### config.mk
export PLATFORM = sky130hd
export DESIGN_NAME = sap_core_seq
export DESIGN_NICKNAME = d
export VERILOG_FILES = /design/src/rtl/sap_pkg.sv /design/src/rtl/sap_beat_ring.sv /design/src/rtl/sap_core_seq.sv
export SDC_FILE = /design/constraint.sdc
export NUM_CORES = 1
export LEC_CHECK = 0
export ABC_AREA = 0
export ABC_CLOCK_PERIOD_IN_PS = 2200
export CORE_AREA = 2 2 82 84
export CTS_CLUSTER_SIZE = 10
export DETAILED_ROUTE_END_ITERATION = 8
export DIE_AREA = 0 0 84 86
export SYNTH_ARGS = -nofsm -noshare
export SYNTH_HDL_FRONTEND = slang
export SYNTH_SLANG_ARGS = --single-unit
### constraint.sdc
create_clock -name clk -period 2.2 [get_ports clk]
set_input_delay 0.33 -clock clk [delete_from_list [all_inputs] [get_ports clk]]
set_output_delay 0.33 -clock clk [all_outputs]
set_load 0.01 [all_outputs]
### src/rtl/sap_pkg.sv
// Shared constants for the SAP core: opcode encodings, beat indices and the
// decoded micro-operation bundle produced by the microsequencer.
package sap_pkg;

    localparam logic [3:0] OP_LDA = 4'h0;
    localparam logic [3:0] OP_ADD = 4'h1;
    localparam logic [3:0] OP_SUB = 4'h2;
    localparam logic [3:0] OP_JMP = 4'h3;
    localparam logic [3:0] OP_JC  = 4'h4;
    localparam logic [3:0] OP_OUT = 4'hE;
    localparam logic [3:0] OP_HLT = 4'hF;

    localparam int T0 = 0;
    localparam int T1 = 1;
    localparam int T2 = 2;
    localparam int T3 = 3;
    localparam int T4 = 4;
    localparam int T5 = 5;

    localparam int NBEAT_MIN = 6;

    // One strobe per register transfer; at most a handful are active per beat.
    typedef struct packed {
        logic ld_mar_pc;
        logic ld_mar_opnd;
        logic ld_ir;
        logic inc_pc;
        logic ld_pc_opnd;
        logic ld_a_mem;
        logic ld_b_mem;
        logic alu_add;
        logic alu_sub;
        logic ld_out;
        logic set_halt;
    } ctrl_t;

    // Opcode field must hold 0xF, and the instruction word must split exactly.
    function automatic bit cfg_ok(input int dw, input int aw, input int opw, input int nbeat);
        return (dw == opw + aw) && (aw > 0) && (opw >= 4) && (nbeat >= NBEAT_MIN);
    endfunction

endpackage

### src/rtl/sap_beat_ring.sv
// One-hot beat ring counter; rotates one position per clock unless held.
module sap_beat_ring #(
    parameter int NBEAT = 6
) (
    input  logic             clk,
    input  logic             rst,
    input  logic             hold,
    output logic [NBEAT-1:0] beat
);

    logic [NBEAT-1:0] r_beat;

    always_ff @(posedge clk or negedge rst) begin
        if (!rst) begin
            r_beat <= NBEAT'(1);
        end else if (!hold) begin
            r_beat <= {r_beat[NBEAT-2:0], r_beat[NBEAT-1]};
        end
    end

    assign beat = r_beat;

endmodule

### src/rtl/sap_core_seq.sv
// Parametrised SAP core: fetch/execute microsequencer plus PC, MAR, IR, A, B,
// adder/subtractor and output register, attached to an async-read memory.
module sap_core_seq
    import sap_pkg::*;
#(
    parameter int DW    = 8,
    parameter int AW    = 4,
    parameter int OPW   = 4,
    parameter int NBEAT = 6
) (
    input  logic             clk,
    input  logic             rst,
    input  logic             run,
    output logic [AW-1:0]    mem_addr,
    input  logic [DW-1:0]    mem_rdata,
    output logic [DW-1:0]    out_data,
    output logic             out_valid,
    output logic [NBEAT-1:0] beat,
    output logic             carry,
    output logic             halted
);

    generate
        if (!cfg_ok(DW, AW, OPW, NBEAT)) begin : g_cfg_err
            $error("sap_core_seq: inconsistent DW/AW/OPW/NBEAT");
        end
    endgenerate

    logic [AW-1:0]    r_pc;
    logic [AW-1:0]    r_mar;
    logic [DW-1:0]    r_ir;
    logic [DW-1:0]    r_a;
    logic [DW-1:0]    r_b;
    logic [DW-1:0]    r_out;
    logic             r_carry;
    logic             r_out_valid;
    logic             r_halted;

    logic [NBEAT-1:0] w_beat;
    logic             w_hold;
    logic             w_adv;
    logic [OPW-1:0]   w_op;
    logic [AW-1:0]    w_opnd;
    logic [DW:0]      w_sum;
    logic [DW:0]      w_diff;
    ctrl_t            w_ctrl;

    // Pausing only at T0 keeps an instruction atomic once its fetch has begun.
    assign w_hold = (w_beat[T0] & ~run) | r_halted;
    assign w_adv  = ~w_hold;

    sap_beat_ring #(
        .NBEAT (NBEAT)
    ) u_ring (
        .clk  (clk),
        .rst  (rst),
        .hold (w_hold),
        .beat (w_beat)
    );

    assign w_op   = r_ir[DW-1:DW-OPW];
    assign w_opnd = r_ir[AW-1:0];
    assign w_sum  = {1'b0, r_a} + {1'b0, r_b};
    assign w_diff = {1'b0, r_a} - {1'b0, r_b};

    // Microsequencer: beat x opcode -> register-transfer strobes.
    always_comb begin
        w_ctrl = '0;
        if (w_adv) begin
            if (w_beat[T0]) begin
                w_ctrl.ld_mar_pc = 1'b1;
            end
            if (w_beat[T1]) begin
                w_ctrl.ld_ir  = 1'b1;
                w_ctrl.inc_pc = 1'b1;
            end
            if (w_beat[T2]) begin
                case (w_op)
                    OPW'(OP_LDA),
                    OPW'(OP_ADD),
                    OPW'(OP_SUB): w_ctrl.ld_mar_opnd = 1'b1;
                    OPW'(OP_JMP): w_ctrl.ld_pc_opnd  = 1'b1;
                    OPW'(OP_JC):  w_ctrl.ld_pc_opnd  = r_carry;
                    OPW'(OP_OUT): w_ctrl.ld_out      = 1'b1;
                    OPW'(OP_HLT): w_ctrl.set_halt    = 1'b1;
                    default:      ;
                endcase
            end
            if (w_beat[T3]) begin
                case (w_op)
                    OPW'(OP_LDA): w_ctrl.ld_a_mem = 1'b1;
                    OPW'(OP_ADD),
                    OPW'(OP_SUB): w_ctrl.ld_b_mem = 1'b1;
                    default:      ;
                endcase
            end
            if (w_beat[T4]) begin
                case (w_op)
                    OPW'(OP_ADD): w_ctrl.alu_add = 1'b1;
                    OPW'(OP_SUB): w_ctrl.alu_sub = 1'b1;
                    default:      ;
                endcase
            end
        end
    end

    always_ff @(posedge clk or negedge rst) begin
        if (!rst) begin
            r_pc  <= '0;
            r_mar <= '0;
            r_ir  <= '0;
        end else begin
            if (w_ctrl.ld_mar_pc) begin
                r_mar <= r_pc;
            end else if (w_ctrl.ld_mar_opnd) begin
                r_mar <= w_opnd;
            end
            if (w_ctrl.ld_ir) begin
                r_ir <= mem_rdata;
            end
            // Natural AW-bit overflow gives the wrap from the top address to 0.
            if (w_ctrl.inc_pc) begin
                r_pc <= r_pc + AW'(1);
            end else if (w_ctrl.ld_pc_opnd) begin
                r_pc <= w_opnd;
            end
        end
    end

    always_ff @(posedge clk or negedge rst) begin
        if (!rst) begin
            r_a     <= '0;
            r_b     <= '0;
            r_carry <= 1'b0;
        end else begin
            if (w_ctrl.ld_a_mem) begin
                r_a <= mem_rdata;
            end else if (w_ctrl.alu_add) begin
                r_a     <= w_sum[DW-1:0];
                r_carry <= w_sum[DW];
            end else if (w_ctrl.alu_sub) begin
                // Carry doubles as no-borrow: set when A >= B unsigned.
                r_a     <= w_diff[DW-1:0];
                r_carry <= ~w_diff[DW];
            end
            if (w_ctrl.ld_b_mem) begin
                r_b <= mem_rdata;
            end
        end
    end

    always_ff @(posedge clk or negedge rst) begin
        if (!rst) begin
            r_out       <= '0;
            r_out_valid <= 1'b0;
            r_halted    <= 1'b0;
        end else begin
            r_out_valid <= w_ctrl.ld_out;
            if (w_ctrl.ld_out) begin
                r_out <= r_a;
            end
            if (w_ctrl.set_halt) begin
                r_halted <= 1'b1;
            end
        end
    end

    assign mem_addr  = r_mar;
    assign out_data  = r_out;
    assign out_valid = r_out_valid;
    assign beat      = w_beat;
    assign carry     = r_carry;
    assign halted    = r_halted;

endmodule

# ---- Word level (Yosys, flattened, before mapping)
# Index checks and enable logic that the tools add are counted.
dict set report word_totals {
  latch_bits 0
  mem_bits_rw 0
  in_bits 11
  mem_bits_ro 0
  ff_bits 49
  mem_count 0
}
dict set report classes {
  addsub 3
  n_mux 25
  n_eq_ne 6
  n_reduce_logical 8
  order_cmp 0
  shifts 0
  n_mul 0
  bitwise 5
  n_div 0
}
# operator count
set ops {}
lappend ops {{8-bit 2-to-1 mux} 3}
lappend ops {{4-bit 2-to-1 mux} 4}
lappend ops {{1-bit 2-to-1 mux} 12}
lappend ops {{11-bit 2-to-1 mux} 1}
lappend ops {{8-bit by 8-bit adder with 9-bit output} 1}
lappend ops {{8-bit by 8-bit subtractor with 9-bit output} 1}
lappend ops {{4-bit by 2-bit == test with 1-bit output, second input constant} 2}
lappend ops {{4-bit == test, second input constant} 2}
lappend ops {{2-bit 2-to-1 mux} 4}
lappend ops {{2-bit nonzero test} 3}
lappend ops {{4-bit by 1-bit adder with 4-bit output, second input constant} 1}
lappend ops {{4-bit by 1-bit == test with 1-bit output, second input constant} 1}
lappend ops {{4-bit by 3-bit == test with 1-bit output, second input constant} 1}
lappend ops {{4-bit logical NOT} 1}
lappend ops {{1-bit inverter} 3}
lappend ops {{3-bit nonzero test} 1}
lappend ops {{3-bit OR reduction} 1}
lappend ops {{1-bit case mux with 2 select lines} 1}
lappend ops {{2-bit AND reduction} 1}
lappend ops {{2-bit OR reduction} 1}
lappend ops {{1-bit AND} 1}
lappend ops {{1-bit OR} 1}

# ---- Depth between registers and ports, before layout
# Gate-level depths: netlist of the first run.
dict set report depth {
  depth_word 8
  ltp_mapped 10
  mapped_depth_nobuf 10
}

# ---- Modules after synthesis
# From an unflattened synthesis of the first run, not the netlist that was laid out.
dict set report hier_totals {
  cells_unflattened 263
  hier_area_um2 2750.1
}
# module seq_area_each_um2 cells_each n_inst area_each_um2
set by_module_without_submodules {}
lappend by_module_without_submodules {sap_core_seq 1076.0 250 1 2497.4}
lappend by_module_without_submodules {sap_beat_ring 151.4 13 1 252.7}

# ---- Worst setup path before layout of the first run
# OpenSTA, ideal clock, no wires.
dict set report synth_path {
  path_kind {reg-to-reg}
  from {reg r_a[0]}
  to {reg r_carry (netlist: carry)}
  arrival_time_ns 1.832
  slack_ns 0.235
  required_ns 2.067
  n_path_buf 0
  stages_incl_launch_ff 10
  setup_ns 0.133
  path_cell_list {dfrtp_1 > inv_1 > ha_1 > inv_1 > fa_1 > a211oi_1 > o21ai_0 > a311oi_1 > a31o_2 > o21ai_0}
}
dict set report synth_via {
  elab_chain_cells 4
  elab_cells_between_ends 5
  cone_classes {add/sub: 2; mux: 2; bitwise: 1}
}
# item line_no
set synth_rtl {}
lappend synth_rtl {{start: declaration} sap_core_seq.sv:32} ;# logic [DW-1:0] r_a;
lappend synth_rtl {{start signal: assignment} sap_core_seq.sv:137} ;# r_a <= mem_rdata;
lappend synth_rtl {{start signal: assignment} sap_core_seq.sv:139} ;# r_a <= w_sum[DW-1:0];
lappend synth_rtl {{start signal: assignment} sap_core_seq.sv:143} ;# r_a <= w_diff[DW-1:0];
lappend synth_rtl {{8-bit by 8-bit subtractor with 9-bit output} sap_core_seq.sv:64} ;# assign w_diff = {1'b0, r_a} - {1'b0, r_b};
lappend synth_rtl {{1-bit inverter} sap_core_seq.sv:144} ;# r_carry <= ~w_diff[DW];
lappend synth_rtl {{1-bit 2-to-1 mux} sap_core_seq.sv:141} ;# end else if (w_ctrl.alu_sub) begin
lappend synth_rtl {{1-bit 2-to-1 mux *} sap_core_seq.sv:138} ;# end else if (w_ctrl.alu_add) begin
lappend synth_rtl {{end signal: assignment} sap_core_seq.sv:140} ;# r_carry <= w_sum[DW];
lappend synth_rtl {{end signal: assignment} sap_core_seq.sv:144}
lappend synth_rtl {{end: declaration} sap_core_seq.sv:35} ;# logic r_carry;
# Mark *: on every way between the ends. The rest lies on a longest branch, timed or not. The select of a mux whose other input is x is not followed.
# A chain may end at the register's enable or synchronous reset.

# ---- Worst setup path after layout of the first run
dict set report layout_path {
  from {reg r_a[0]}
  to {reg r_a[4]}
}
dict set report layout_via {
  elab_chain_cells 4
  elab_cells_between_ends 5
  cone_classes {add/sub: 2; mux: 3}
}
# item line_no
set layout_rtl {}
lappend layout_rtl {{8-bit by 8-bit subtractor with 9-bit output} sap_core_seq.sv:64}
lappend layout_rtl {{8-bit 2-to-1 mux} sap_core_seq.sv:141}
lappend layout_rtl {{8-bit 2-to-1 mux *} sap_core_seq.sv:138}
lappend layout_rtl {{8-bit 2-to-1 mux *} sap_core_seq.sv:136} ;# if (w_ctrl.ld_a_mem) begin
# Marks and branches as above.

==> flow_metrics.env, run 1 <==
export IMPL_ys_seq_area_frac=0.446
export IMPL_peakVddDrop_mv=0.288
export IMPL_vias=2116
export IMPL_post_route_drc_count=0
export IMPL_synth_top_area_frac=0.436
export IMPL_p_total_mw=1.63
export IMPL_layout_common_cells="dfrtp_1, clkdlybuf4s50_1, nand2_1, o21ai_0, mux2_2"
export IMPL_layout_commonest_cell="dfrtp_1"
export IMPL_syn_area_um2=2750
export IMPL_drt_wl_total_um=6290
export IMPL_worst_setup_path_start_kind="flip-flop"
export IMPL_endpoint_kind="flip-flop"
export IMPL_syn2layout_area_growth_pct=23.4
export IMPL_die_h_um=86
export IMPL_ys_ff_latch=49
export IMPL_synth_top_flop_cell="dfrtp_1"
export IMPL_hold_viol_final=0
export IMPL_grt_util_all_layers=0.186
export IMPL_finalSetupViolCount=0
export IMPL_crit_family="compound AO/OA/AOI/OAI gates"
export IMPL_hold_class="reg2reg"
export IMPL_synthCells=264
export IMPL_worst_slack_ns=0.139
export IMPL_cts_tree="done"
export IMPL_grt_pass1_vias=2068
export IMPL_drv_cap=0
export IMPL_worstPathMaxFanout=3
export IMPL_cp_slowest_stage_delay_ns=0.41
export IMPL_crit_slowest_cell="dfrtp_1"
export IMPL_dp_hpwl_um=4720
export IMPL_clockBufferDepth=2
export IMPL_die_w_um=84
export IMPL_numCtsBuffers=5
export IMPL_antenna_left=0
export IMPL_synth_avg_cell_area_um2=10.4
export IMPL_cellLeakagePower_nw=1.61
export IMPL_max_slew_margin=0.682
export IMPL_rsz0062_at_grt="no"
export IMPL_grt_overflow=0
export IMPL_cts_root_buf="clkbuf_8"
export IMPL_skew_ns=0.00741
export IMPL_start_util=0.439
export IMPL_crit_chain="inv_1 > ha_1 > inv_1 > fa_2 > buf_4 > a21o_1 > a211o_1 > nand3_1 > xnor2_1 > o21ai_0"
export IMPL_rows=29
export IMPL_power_per_cell_area_nw_per_um2=481
export IMPL_design_core_area_um2=6280
export IMPL_clk_pin_slew_ns=0.09
export IMPL_drt_iter0_markers=95
export IMPL_h_tree_depth=2
export IMPL_async_flop_share=1.00
export IMPL_grt_max_degree=20
export IMPL_avgViaCountPerCell=5.45
export IMPL_pre_cts_ws_ns=0.0244
export IMPL_clkLatencyLatePin_ns=0.31
export IMPL_gp_congestion=0.800
export IMPL_num_io_pins=32
export IMPL_crit_type="reg2reg"
export IMPL_synth_edf_count=0
export IMPL_antenna_cells_inserted=0
export IMPL_layout_cells_non_filler=388
export IMPL_required_ns=2.39
export IMPL_synth_warnings=0
export IMPL_critPathBufInv=3
export IMPL_crit_top_cell="inv_1"
export IMPL_yosysTopAreaCell="dfrtp_1"
export IMPL_yosys_cell_types_count=56
export IMPL_tns_ns=0
export IMPL_syn_nets=294
export IMPL_port_buffer_count=31
export IMPL_period_needed_ns=2.06
export IMPL_wl_per_cell_um=16.2
export IMPL_firstDrtPassIters=4
export IMPL_nNetsFinal=340
export IMPL_placed_cells=378
export IMPL_status="complete, no violations"
export IMPL_grt_pass1_wl_um=10500
export IMPL_crit_arrival_ns=2.25
export IMPL_drv_slew=0
export IMPL_cts_sinks=49
export IMPL_drive_gt1_frac=0.203
export IMPL_synth_area_leaders="dfrtp_1, mux2_2, ha_1"
export IMPL_die_area_um2=7220
export IMPL_finalCritPeriodShare=0.937
export IMPL_antenna_found_initial=0
export IMPL_fmax_mhz=485
export IMPL_tightest_slew_ns=0.477
-- final timing paths --
| check | startpoint | to | slack, ns | cells past startpoint |
|---|---|---|---|---|
| setup / recovery | r_a[0]$_DFFE_PN0P_ | r_a[4]$_DFFE_PN0P_ | 0.14 | 10 |
| min in group asynchronous | rst | r_pc[0]$_DFFE_PN0P_ | 0.50 | 2 |
| hold reg to reg | out_data[1]$_DFFE_PN0P_ | out_data[1]$_DFFE_PN0P_ | 0.49 | 2 |
| hold / removal | out_data[1]$_DFFE_PN0P_ | out_data[1]$_DFFE_PN0P_ | 0.49 | 2 |
| max in group asynchronous | rst | u_ring.beat[0]$_DFFE_PN1P_ | 1.05 | 3 |
| setup reg to reg | r_a[0]$_DFFE_PN0P_ | r_a[4]$_DFFE_PN0P_ | 0.14 | 10 |
-- synthesized netlist by cell type (5+ instances only) --
| cell type | instances |
|---|---|
| a22oi_1 | 6 |
| dfrtp_1 | 48 |
| ha_1 | 17 |
| inv_1 | 17 |
| mux2i_1 | 5 |
| nor2_1 | 9 |
| buf_2 | 5 |
| o21ai_0 | 26 |
| mux2_2 | 20 |
| a21oi_1 | 7 |
| nand2_1 | 26 |
-- cells by family after synthesis --
group,after synthesis,share of synthesized area
AO/OA/AOI/OAI,69,0.166
XOR/XNOR,5,0.0159
adder cells (fa/ha/maj),19,0.0918
buffers and inverters,27,0.0432
flip-flops,49,0.446
multiplexers,25,0.100
AND/OR/NAND/NOR,70,0.137
-- state kept, by name, summed over array words and instances, names as in the netlist --
signal and count:
carry 1, halted 1, r_ir 8, out_data 8, u_ring.beat 6, mem_addr 4
r_pc 4, out_valid 1, r_a 8, r_b 8
-- where the power goes --
part / total (mW) / switching, mW / internal (mW) / leakage [nW]
Clock: 0.686 / 0.338 / 0.347 / 0.0591
Sequential: 0.900 / 0 / 0.900 / 0.638
Combinational: 0.0467 / 0.0280 / 0.0187 / 0.912
Total: 1.63 / 0.366 / 1.27 / 1.61
-- layout make-up --
cell class                      count  area [um2]
Clock buffer                        5        68.8
Clock inverter                      3        47.5
Fill cell                         563        2880
Inverter                           17        63.8
Multi-Input combinational cell    188        1440
Sequential cell                    49        1230
Tap cell                           77        96.3
Timing Repair Buffer               49         455
-- through the flow --
step	cell area (um2)	hold WS [ns]	utilization
after CTS	3360	0.501	0.535
after global routing	3400	0.531	0.541
after global placement	3230	0.318	0.515
final	3400	0.491	0.541
after detailed placement	3230	0.317	0.515
after floorplan	2750	0.0344	-
-- worst min-delay path, delay by kind of cell (launching register included) --
kind,cells,cell delay (ns)
compound gates,1,0.06
flops,1,0.35
simple gates,1,0.04
-- repair_timing --
item / 4_1_cts / 5_1_grt
gates resized for setup: 0 / 8
setup endpoints to repair: 0 / 4
hold buffers: 1 / 0
setup buffers: 0 / 1
hold endpoints to repair: 17 / 0
-- metal layers --
metal | wire, um | track usage
met5 | 0 | 0
met3 | 204 | 0.0308
met4 | 79 | 0.0572
met2 | 3120 | 0.318
met1 | 2890 | 0.245
(Power assumes the default switching activity.)
==> run 2: changes to the inputs <==
--- a/config.mk
+++ b/config.mk
@@ -7,10 +7,12 @@
 export LEC_CHECK = 0
 export ABC_AREA = 0
 export ABC_CLOCK_PERIOD_IN_PS = 2200
-export CORE_AREA = 2 2 82 84
+export CORE_AREA = 8 8 88 90
 export CTS_CLUSTER_SIZE = 10
 export DETAILED_ROUTE_END_ITERATION = 8
-export DIE_AREA = 0 0 84 86
+export DIE_AREA = 0 0 96 98
+export RECOVER_POWER = 25
+export REMOVE_ABC_BUFFERS = 1
 export SYNTH_ARGS = -nofsm -noshare
 export SYNTH_HDL_FRONTEND = slang
 export SYNTH_SLANG_ARGS = --single-unit
==> run 2 against run 1 <==
Against the previous run: register-to-register slack lost 0.09 ns; critical path depth is 2 lower; routed wire length up 4.9%; first-iteration DRC count fell by 25%; sequential cell count unchanged; largest cell class unchanged; largest power group unchanged.
==> flow_metrics.env, run 2 (synthesis gave the netlist of run 1 again) <==
export IMPL_antenna_left=0
export IMPL_port_buffer_count=31
export IMPL_die_h_um=98
export IMPL_clockBufferDepth=2
export IMPL_h_tree_depth=2
export IMPL_r2r_start="r_b[2]$_DFFE_PN0P_"
export IMPL_drt_wl_total_um=6600
export IMPL_die_w_um=96
export IMPL_grt_pass1_wl_um=11100
export IMPL_die_area_um2=9410
export IMPL_hold_class="in2async"
export IMPL_clk_pin_slew_ns=0.09
export IMPL_layout_commonest_cell="dfrtp_1"
export IMPL_postPlaceCellArea_um2=3260
export IMPL_drv_slew=0
export IMPL_tns_ns=0
export IMPL_grt_max_degree=27
export IMPL_crit_arrival_ns=2.34
export IMPL_layout_cells_non_filler=391
export IMPL_worstRegToRegCells=8
export IMPL_grt_overflow=0
export IMPL_dp_hpwl_um=4790
export IMPL_p_total_mw=1.51
export IMPL_reg2reg_slack_ns=0.05
export IMPL_post_route_util=0.520
export IMPL_combPwrFrac=0.028
export IMPL_design_core_area_um2=6490
export IMPL_cts_sinks=49
export IMPL_antenna_cells_inserted=0
export IMPL_post_route_drc_count=0
export IMPL_whs_ns=0.306
export IMPL_drive_gt1_frac=0.209
export IMPL_met1_usage=0.193
export IMPL_required_ns=2.39
export IMPL_status="complete, no violations"
export IMPL_cts_tree="done"
export IMPL_swShare=0.223
export IMPL_grt_util_all_layers=0.149
export IMPL_finalSetupViolCount=0
export IMPL_rsz0062_at_grt="yes"
export IMPL_finalCritPeriodShare=0.978
export IMPL_fmax_mhz=465
export IMPL_num_io_pins=32
export IMPL_crit_type="reg2reg"
export IMPL_placed_cells=382
export IMPL_cellLeakagePower_nw=1.60
export IMPL_wl_per_cell_um=16.9
export IMPL_busiest_layer="met2"
export IMPL_clkLatencyLatePin_ns=0.31
export IMPL_rows=30
export IMPL_syn2layout_area_growth_pct=22.6
export IMPL_firstDrtPassIters=4
export IMPL_start_util=0.424
export IMPL_hold_viol_final=0
export IMPL_clkPwrFrac=0.375
export IMPL_endpoint_kind="flip-flop"
export IMPL_nNetsFinal=340
export IMPL_cts_root_buf="clkbuf_8"
export IMPL_reg2reg_to="r_a[7]$_DFFE_PN0P_"
export IMPL_peakVddDrop_mv=0.280
export IMPL_numCtsBuffers=5
export IMPL_antenna_found_initial=0
export IMPL_drt_iter0_markers=71
export IMPL_layout_common_cells="dfrtp_1, clkdlybuf4s50_1, nand2_1, o21ai_0, mux2_2"
export IMPL_met3_usage=0.0322
export IMPL_cts_hold_repair_buffers=0
export IMPL_worstPathMaxFanout=9
export IMPL_seqPwrFrac=0.597
export IMPL_gp_congestion=0.826
export IMPL_final_area_um2=3370
export IMPL_p_switching_mw=0.336
export IMPL_cell_internal_pwr_mw=1.17
export IMPL_pre_cts_ws_ns=0.0198
export IMPL_worst_slack_ns=0.0478
export IMPL_period_needed_ns=2.15
export IMPL_max_slew_margin=0.105
export IMPL_vias=2113
export IMPL_avgViaCountPerCell=5.40
export IMPL_skew_ns=0.00398
export IMPL_worst_setup_path_start_kind="flip-flop"
export IMPL_tightest_slew_ns=1.34
export IMPL_grt_use_met2=0.238
export IMPL_power_per_cell_area_nw_per_um2=446
export IMPL_grt_pass1_vias=2190
export IMPL_drv_cap=0
==> run 2: how the worst max path moves through the flow <==
stage                               start                  end  slack, ns  cells past startpoint
6_report               r_b[2]$_DFFE_PN0P_   r_a[7]$_DFFE_PN0P_       0.05                      8
5_1_grt                r_b[1]$_DFFE_PN0P_   r_a[7]$_DFFE_PN0P_      -0.13                      8
4_1_cts                r_b[0]$_DFFE_PN0P_    carry$_DFFE_PN0P_       0.05                      9
3_5_place_dp                          run   r_a[2]$_DFFE_PN0P_       0.02                      6
3_3_place_gp                          run   r_a[2]$_DFFE_PN0P_       0.03                      6
2_1_floorplan  u_ring.beat[0]$_DFFE_PN1P_  r_pc[3]$_DFFE_PN0P_       0.15                      6
==> run 2: critical path: stages, from the launching register on <==
cell	delay, ns
dfrtp_1	0.36
inv_1	0.06
ha_1	0.41
nor3b_1	0.41
o31ai_2	0.17
a211oi_2	0.28
o22ai_2	0.11
xnor2_1	0.15
o21ai_1	0.07
==> run 2: area by class of cell <==
type	count	area [um2]
tap	80	100
clock buffer	6	82.6
clock inverter	2	13.8
sequential	49	1230
inverter	17	63.8
multi-input combinational	188	1440
fill	597	3120
timing repair buffer	49	449
==> run 2: per-layer routing <==
| metal | share of wire | vias up |
|---|---|---|
| met5 | 0 | - |
| met4 | 0.012 | 0 |
| met3 | 0.034 | 6 |
| met2 | 0.48 | 32 |
| met1 | 0.48 | 1046 |
| li1 | - | 1029 |
==> run 2: power by group through the flow <==
| stage | registers, mW | logic (mW) | clock network (mW) |
|---|---|---|---|
| after floorplan | 0.918 | 0.000539 | 0 |
| after global placement | 0.918 | 0.0471 | 0 |
| after detailed placement | 0.918 | 0.0474 | 0 |
| after CTS | 0.900 | 0.0476 | 0.588 |
| after global routing | 0.900 | 0.0483 | 0.622 |
| final | 0.900 | 0.0421 | 0.564 |
==> run 2: what timing repair did <==
| item | in CTS | in global routing |
|---|---|---|
| gates resized for setup | 0 | 10 |
| setup endpoints to repair | 0 | 4 |
| setup buffers | 0 | 1 |
==> run 3: changes to the inputs <==
--- a/config.mk
+++ b/config.mk
@@ -7,12 +7,13 @@
 export LEC_CHECK = 0
 export ABC_AREA = 0
 export ABC_CLOCK_PERIOD_IN_PS = 2200
-export CORE_AREA = 8 8 88 90
+export CORE_AREA = 2 2 82 84
 export CTS_CLUSTER_SIZE = 10
 export DETAILED_ROUTE_END_ITERATION = 8
-export DIE_AREA = 0 0 96 98
+export DIE_AREA = 0 0 84 86
 export RECOVER_POWER = 25
 export REMOVE_ABC_BUFFERS = 1
+export SLEW_MARGIN = 25
 export SYNTH_ARGS = -nofsm -noshare
 export SYNTH_HDL_FRONTEND = slang
 export SYNTH_SLANG_ARGS = --single-unit
==> run 3 against run 2 <==
Against the previous run: final cell count shrank 1.0%; hold slack worse by 0.025 ns; critical path depth is 1 higher; clock skew grew 0.016 ns; via count down 1.2%; die area down 23%; routed wire length down 6.7%; non-clock buffer count decreased by 1; clock power hardly changed; register-to-register slack is essentially flat; setup slack better by 0.0066 ns; count of clock-buffer cells in the layout decreased by 1; critical endpoint is now carry$_DFFE_PN0P_; largest cell class unchanged; largest power group unchanged.
==> flow_metrics.env, run 3 (synthesis gave the netlist of run 1 again) <==
export IMPL_clk_pin_slew_ns=0.11
export IMPL_grt_util_all_layers=0.180
export IMPL_grt_overflow=0
export IMPL_post_route_drc_count=0
export IMPL_crit_family="compound AO/OA/AOI/OAI gates"
export IMPL_drt_iter0_markers=109
export IMPL_post_route_util=0.532
export IMPL_drive_gt1_frac=0.197
export IMPL_crit_chain="ha_1 > inv_1 > fa_2 > o21bai_1 > a221oi_1 > o21bai_1 > nand3_1 > a31o_2 > o21ai_0"
export IMPL_firstDrtPassIters=4
export IMPL_tns_ns=0
export IMPL_antenna_found_initial=0
export IMPL_finalSetupViolCount=0
export IMPL_cts_root_buf="clkbuf_8"
export IMPL_cts_tree="done"
export IMPL_crit_top_cell="o21bai_1"
export IMPL_hold_viol_final=0
export IMPL_required_ns=2.43
export IMPL_die_w_um=84
export IMPL_die_area_um2=7220
export IMPL_drt_wl_total_um=6150
export IMPL_drv_cap=0
export IMPL_critPathBufInv=1
export IMPL_layout_commonest_cell="dfrtp_1"
export IMPL_dp_hpwl_um=4570
export IMPL_grt_pass1_wl_um=10300
export IMPL_grt_max_degree=27
export IMPL_cellLeakagePower_nw=1.59
export IMPL_crit_arrival_ns=2.38
export IMPL_numCtsBuffers=5
export IMPL_power_per_cell_area_nw_per_um2=451
export IMPL_num_io_pins=32
export IMPL_vias=2087
export IMPL_reg2reg_to="carry$_DFFE_PN0P_"
export IMPL_nNetsFinal=339
export IMPL_grt_pass1_vias=2117
export IMPL_clockBufferDepth=2
export IMPL_syn2layout_area_growth_pct=21.3
export IMPL_gp_congestion=0.813
export IMPL_hold_class="in2async"
export IMPL_wl_per_cell_um=15.9
export IMPL_cp_slowest_stage_delay_ns=0.40
export IMPL_skew_ns=0.0196
export IMPL_status="complete, no violations"
export IMPL_crit_slowest_cell="dfrtp_1"
export IMPL_finalCritPeriodShare=0.975
export IMPL_period_needed_ns=2.15
export IMPL_worstRegToRegCells=9
export IMPL_avgViaCountPerCell=5.39
export IMPL_cts_sinks=49
export IMPL_tightest_slew_ns=1.32
export IMPL_h_tree_depth=2
export IMPL_antenna_left=0
export IMPL_max_slew_margin=0.120
export IMPL_layout_common_cells="dfrtp_1, clkdlybuf4s50_1, nand2_1, o21ai_0, mux2_2"
export IMPL_start_util=0.439
export IMPL_fmax_mhz=466
export IMPL_drv_slew=0
export IMPL_worstPathMaxFanout=3
export IMPL_peakVddDrop_mv=0.256
export IMPL_die_h_um=86
export IMPL_port_buffer_count=31
export IMPL_antenna_cells_inserted=0
export IMPL_endpoint_kind="flip-flop"
export IMPL_clkLatencyLatePin_ns=0.32
export IMPL_worst_setup_path_start_kind="flip-flop"
export IMPL_reg2reg_slack_ns=0.05
export IMPL_rsz0062_at_grt="yes"
export IMPL_r2r_start="r_b[0]$_DFFE_PN0P_"
export IMPL_design_core_area_um2=6280
export IMPL_rows=29
export IMPL_crit_type="reg2reg"
-- run 3: worst register-to-register path: stages (launching register included) --
cell and delay (ns):
dfrtp_1 0.40, ha_1 0.20, inv_1 0.06, fa_2 0.36, o21bai_1 0.22, a221oi_1 0.13
o21bai_1 0.21, nand3_1 0.10, a31o_2 0.23, o21ai_0 0.14
-- run 3: layer usage --
| metal | routed length (um) | up-vias | global-route usage |
|---|---|---|---|
| met5 | 0 | - | 0 |
| met4 | 76 | 0 | 0.0572 |
| met3 | 190 | 7 | 0.0269 |
| met2 | 2910 | 38 | 0.284 |
| met1 | 2970 | 1007 | 0.259 |
| li1 | - | 1035 | - |
-- run 3: worst max path at each step --
| stage | startpoint | to | slack (ns) | depth (start not counted) |
|---|---|---|---|---|
| 2_1_floorplan | u_ring.beat[0]$_DFFE_PN1P_ | r_pc[3]$_DFFE_PN0P_ | 0.15 | 6 |
| 3_3_place_gp | run | out_data[2]$_DFFE_PN0P_ | 0.05 | 6 |
| 3_5_place_dp | run | out_data[6]$_DFFE_PN0P_ | -0.05 | 6 |
| 4_1_cts | r_a[0]$_DFFE_PN0P_ | carry$_DFFE_PN0P_ | 0.05 | 9 |
| 5_1_grt | r_b[0]$_DFFE_PN0P_ | carry$_DFFE_PN0P_ | -0.08 | 9 |
| 6_report | r_b[0]$_DFFE_PN0P_ | carry$_DFFE_PN0P_ | 0.05 | 9 |
-- run 3: repair_timing --
| action | in CTS | in global routing |
|---|---|---|
| hold buffers | 0 | 0 |
| buffers inserted | 0 | 1 |
| endpoints found under the setup margin | 0 | 5 |
| resized for setup | 0 | 7 |
-- run 3: area by class of cell --
| type | count | area [um2] |
|---|---|---|
| well taps | 77 | 96.3 |
| multi-input cells | 188 | 1430 |
| flip-flops and latches | 49 | 1230 |
| inverters | 17 | 63.8 |
| fillers | 581 | 2940 |
| repair buffers | 48 | 429 |
| clock inverters | 3 | 25.0 |
| clock buffers | 5 | 68.8 |
-- run 3: stage by stage --
step	power, mW	hold WS, ns	std cells	area [um2]	setup slack [ns]
after CTS	1.54	0.0205	386	3330	0.0514
final	1.51	0.281	387	3340	0.0544
after global routing	1.57	0.382	387	3340	-0.0754
after global placement	0.965	0.371	378	3230	0.0461
after detailed placement	0.965	0.374	378	3230	-0.0522
after floorplan	0.919	0.0344	254	2700	0.148
-- run 3: report_power, final --
part / total (mW) / internal [mW] / leakage (nW) / switching (mW)
clock network: 0.566 / 0.230 / 0.0447 / 0.336
registers: 0.900 / 0.900 / 0.638 / 0
logic: 0.0411 / 0.0155 / 0.903 / 0.0255
total: 1.51 / 1.15 / 1.59 / 0.361
==> RTL change: new RTL, flow settings as in run 3 <==
Register the output `beat`; this adds one clock of latency there. The other outputs are not delayed to match.
--- a/src/rtl/sap_core_seq.sv
+++ b/src/rtl/sap_core_seq.sv
@@ -19,6 +19,8 @@
     output logic             carry,
     output logic             halted
 );
+
+    logic [NBEAT-1:0] beat_d;
 
     generate
         if (!cfg_ok(DW, AW, OPW, NBEAT)) begin : g_cfg_err
@@ -168,9 +170,13 @@
     assign mem_addr  = r_mar;
     assign out_data  = r_out;
     assign out_valid = r_out_valid;
-    assign beat      = w_beat;
+    assign beat_d    = w_beat;
     assign carry     = r_carry;
     assign halted    = r_halted;
 
+    always_ff @(posedge clk) begin
+        beat <= beat_d;
+    end
+
 endmodule
 
Check against the original RTL: not equivalent (a bounded check fails within 4 cycles, from zero or initial values and one cycle with rst low).
==> RTL change against run 3 <==
- sequential cell count up 6
- total power up 8.9%
- sequential share of layout area down 1.6 points
- clock skew down 0.0065 ns
- routed wire length up 13%
- setup slack worse by 0.0043 ns
- core utilization up 7.8 points
- hold slack better by 0.0054 ns
- fmax down 0.20%
- design area up 15%
- synthesized area up 6.9%
==> RTL change: results (changes against run 3) <==
[placement]
place_inst=408  ; was 378
gp_congestion=0.888  ; was 0.813
place_area_sq_um=3590  ; was 3230 sq um
numPortBuffers=31  ; unchanged
post-place-ws_ns=-0.193  ; was -0.0522 ns
dp_hpwl_um=5020  ; was 4570 um

[drt]
dr.pass1.iters=4  ; unchanged
drt-total-wl_um=6920  ; was 6150 um
vias=2373  ; was 2,087
drt_iter0_drc=89  ; was 109
viasPerCell=5.60  ; was 5.39

[timing]
clock_skew_ns=0.0132  ; was 0.0196 ns
post-route-worst-setup-slack_ns=0.0501  ; was 0.0544 ns
whs_ns=0.287  ; was 0.281 ns
maxSlewHeadroom=0.105  ; was 0.120

[synth]
seq_area_frac_synth=0.458  ; was 0.446
synth.distinct_cells=49  ; was 56
avgSynthCellArea_sq_um=10.7  ; was 10.4 sq um
ys.flop_type=dfrtp_1  ; unchanged
ys_async_sr_fraction=0.891  ; was 1.00
yosys-top-cells-area=dfrtp_1, mux2_2, ha_1  ; unchanged
synthTopCellsByCount=dfrtp_1, mux2_2, inv_1  ; was dfrtp_1, nand2_1, o21ai_0
yosysWarnings=0  ; unchanged

[global_route]
grt_max_degree=26  ; was 27
grt_pass1_wl_um=11600  ; was 10,300 um
grtUsageTotal=0.199  ; was 0.180
antenna_found_initial=0  ; unchanged
grt_pass1_vias=2322  ; was 2,117

[final_layout]
layout.nets=376  ; was 339
fillers=550  ; was 581
area_growth_syn_to_layout_pct=30.1  ; was 21.3%
diodes=0  ; unchanged
layout-drive-gt1-share=0.297  ; was 0.197

[worst_setup_path]
r2r-start=r_ir[6]  ; was r_b[0]
crit_family=simple AND/OR/NAND/NOR gates  ; was compound AO/OA/AOI/OAI gates
crit_path_start_kind=register  ; unchanged
cp_max_fo=4  ; was 3
end_kind=register  ; unchanged
ff2ff_path_depth=6  ; was 9
arrival_ns=2.34  ; was 2.38 ns
crit_slowest_cell=or4b_4  ; was dfrtp_1
reg2reg_to=r_a[7]  ; was carry
ff2ff_setup_slack_ns=0.05
crit_path_max_incr_delay_ns=0.58  ; was 0.40 ns

[pwr]
pwr_density_cell_nw_per_um2=429  ; was 451 nW/um^2
leakage_uw=0.00174  ; was 0.00159 uW
switchingPower_uw=385  ; was 361 uW
power_clock_uw=591  ; was 566 uW
vdd.ir_drop.worst_mv=0.351  ; was 0.256 mV
comb-power_uw=42.0  ; was 41.1 uW

[clock_tree]
htreeDepth=2  ; unchanged
clock_latency_ns=0.31
cts_resized=7  ; was 0
cts-root-buf=clkbuf_8  ; unchanged
cts_setup_buffers=1  ; was 0

[min_path]
hold_class=in2async  ; unchanged

[floorplanning]
fp.dieArea_sq_um=7220  ; unchanged

[outcome]
status=finished clean  ; unchanged

[RTL change: cells by family (layout without fill, tap and decap cells)]
group	after synthesis	in the layout	synth area share
muxes	33	33	0.123
and+or+nand+nor	70	70	0.130
DFF	55	55	0.458
adders and majority gates	19	19	0.0859
buffers and inverters	32	104	0.0434
xor gates and xnor gates	3	3	0.00893
AOI/OAI and AO/OA	63	63	0.151
[RTL change: metal layers]
metal / wire length (um) / GRT usage
met2: 3430 / 0.345
met1: 3200 / 0.273
met4: 44 / 0.0323
met5: 0 / 0
met3: 256 / 0.0260
[RTL change: final cells by class]
cell class,count,share of cell area
Sequential cell,55,0.352
Multi-Input combinational cell,188,0.409
Clock buffer,5,0.0180
Tap cell,77,0.0252
Clock inverter,3,0.00588
Timing Repair Buffer,75,0.169
Inverter,21,0.0206
[RTL change: worst reg2reg max path, cell delays in order (launching register included)]
cell and delay (ns):
dfrtp_1 0.40, or4b_4 0.58, or3_4 0.39, buf_4 0.15
o221a_2 0.12, a221oi_1 0.29, nand2b_1 0.11
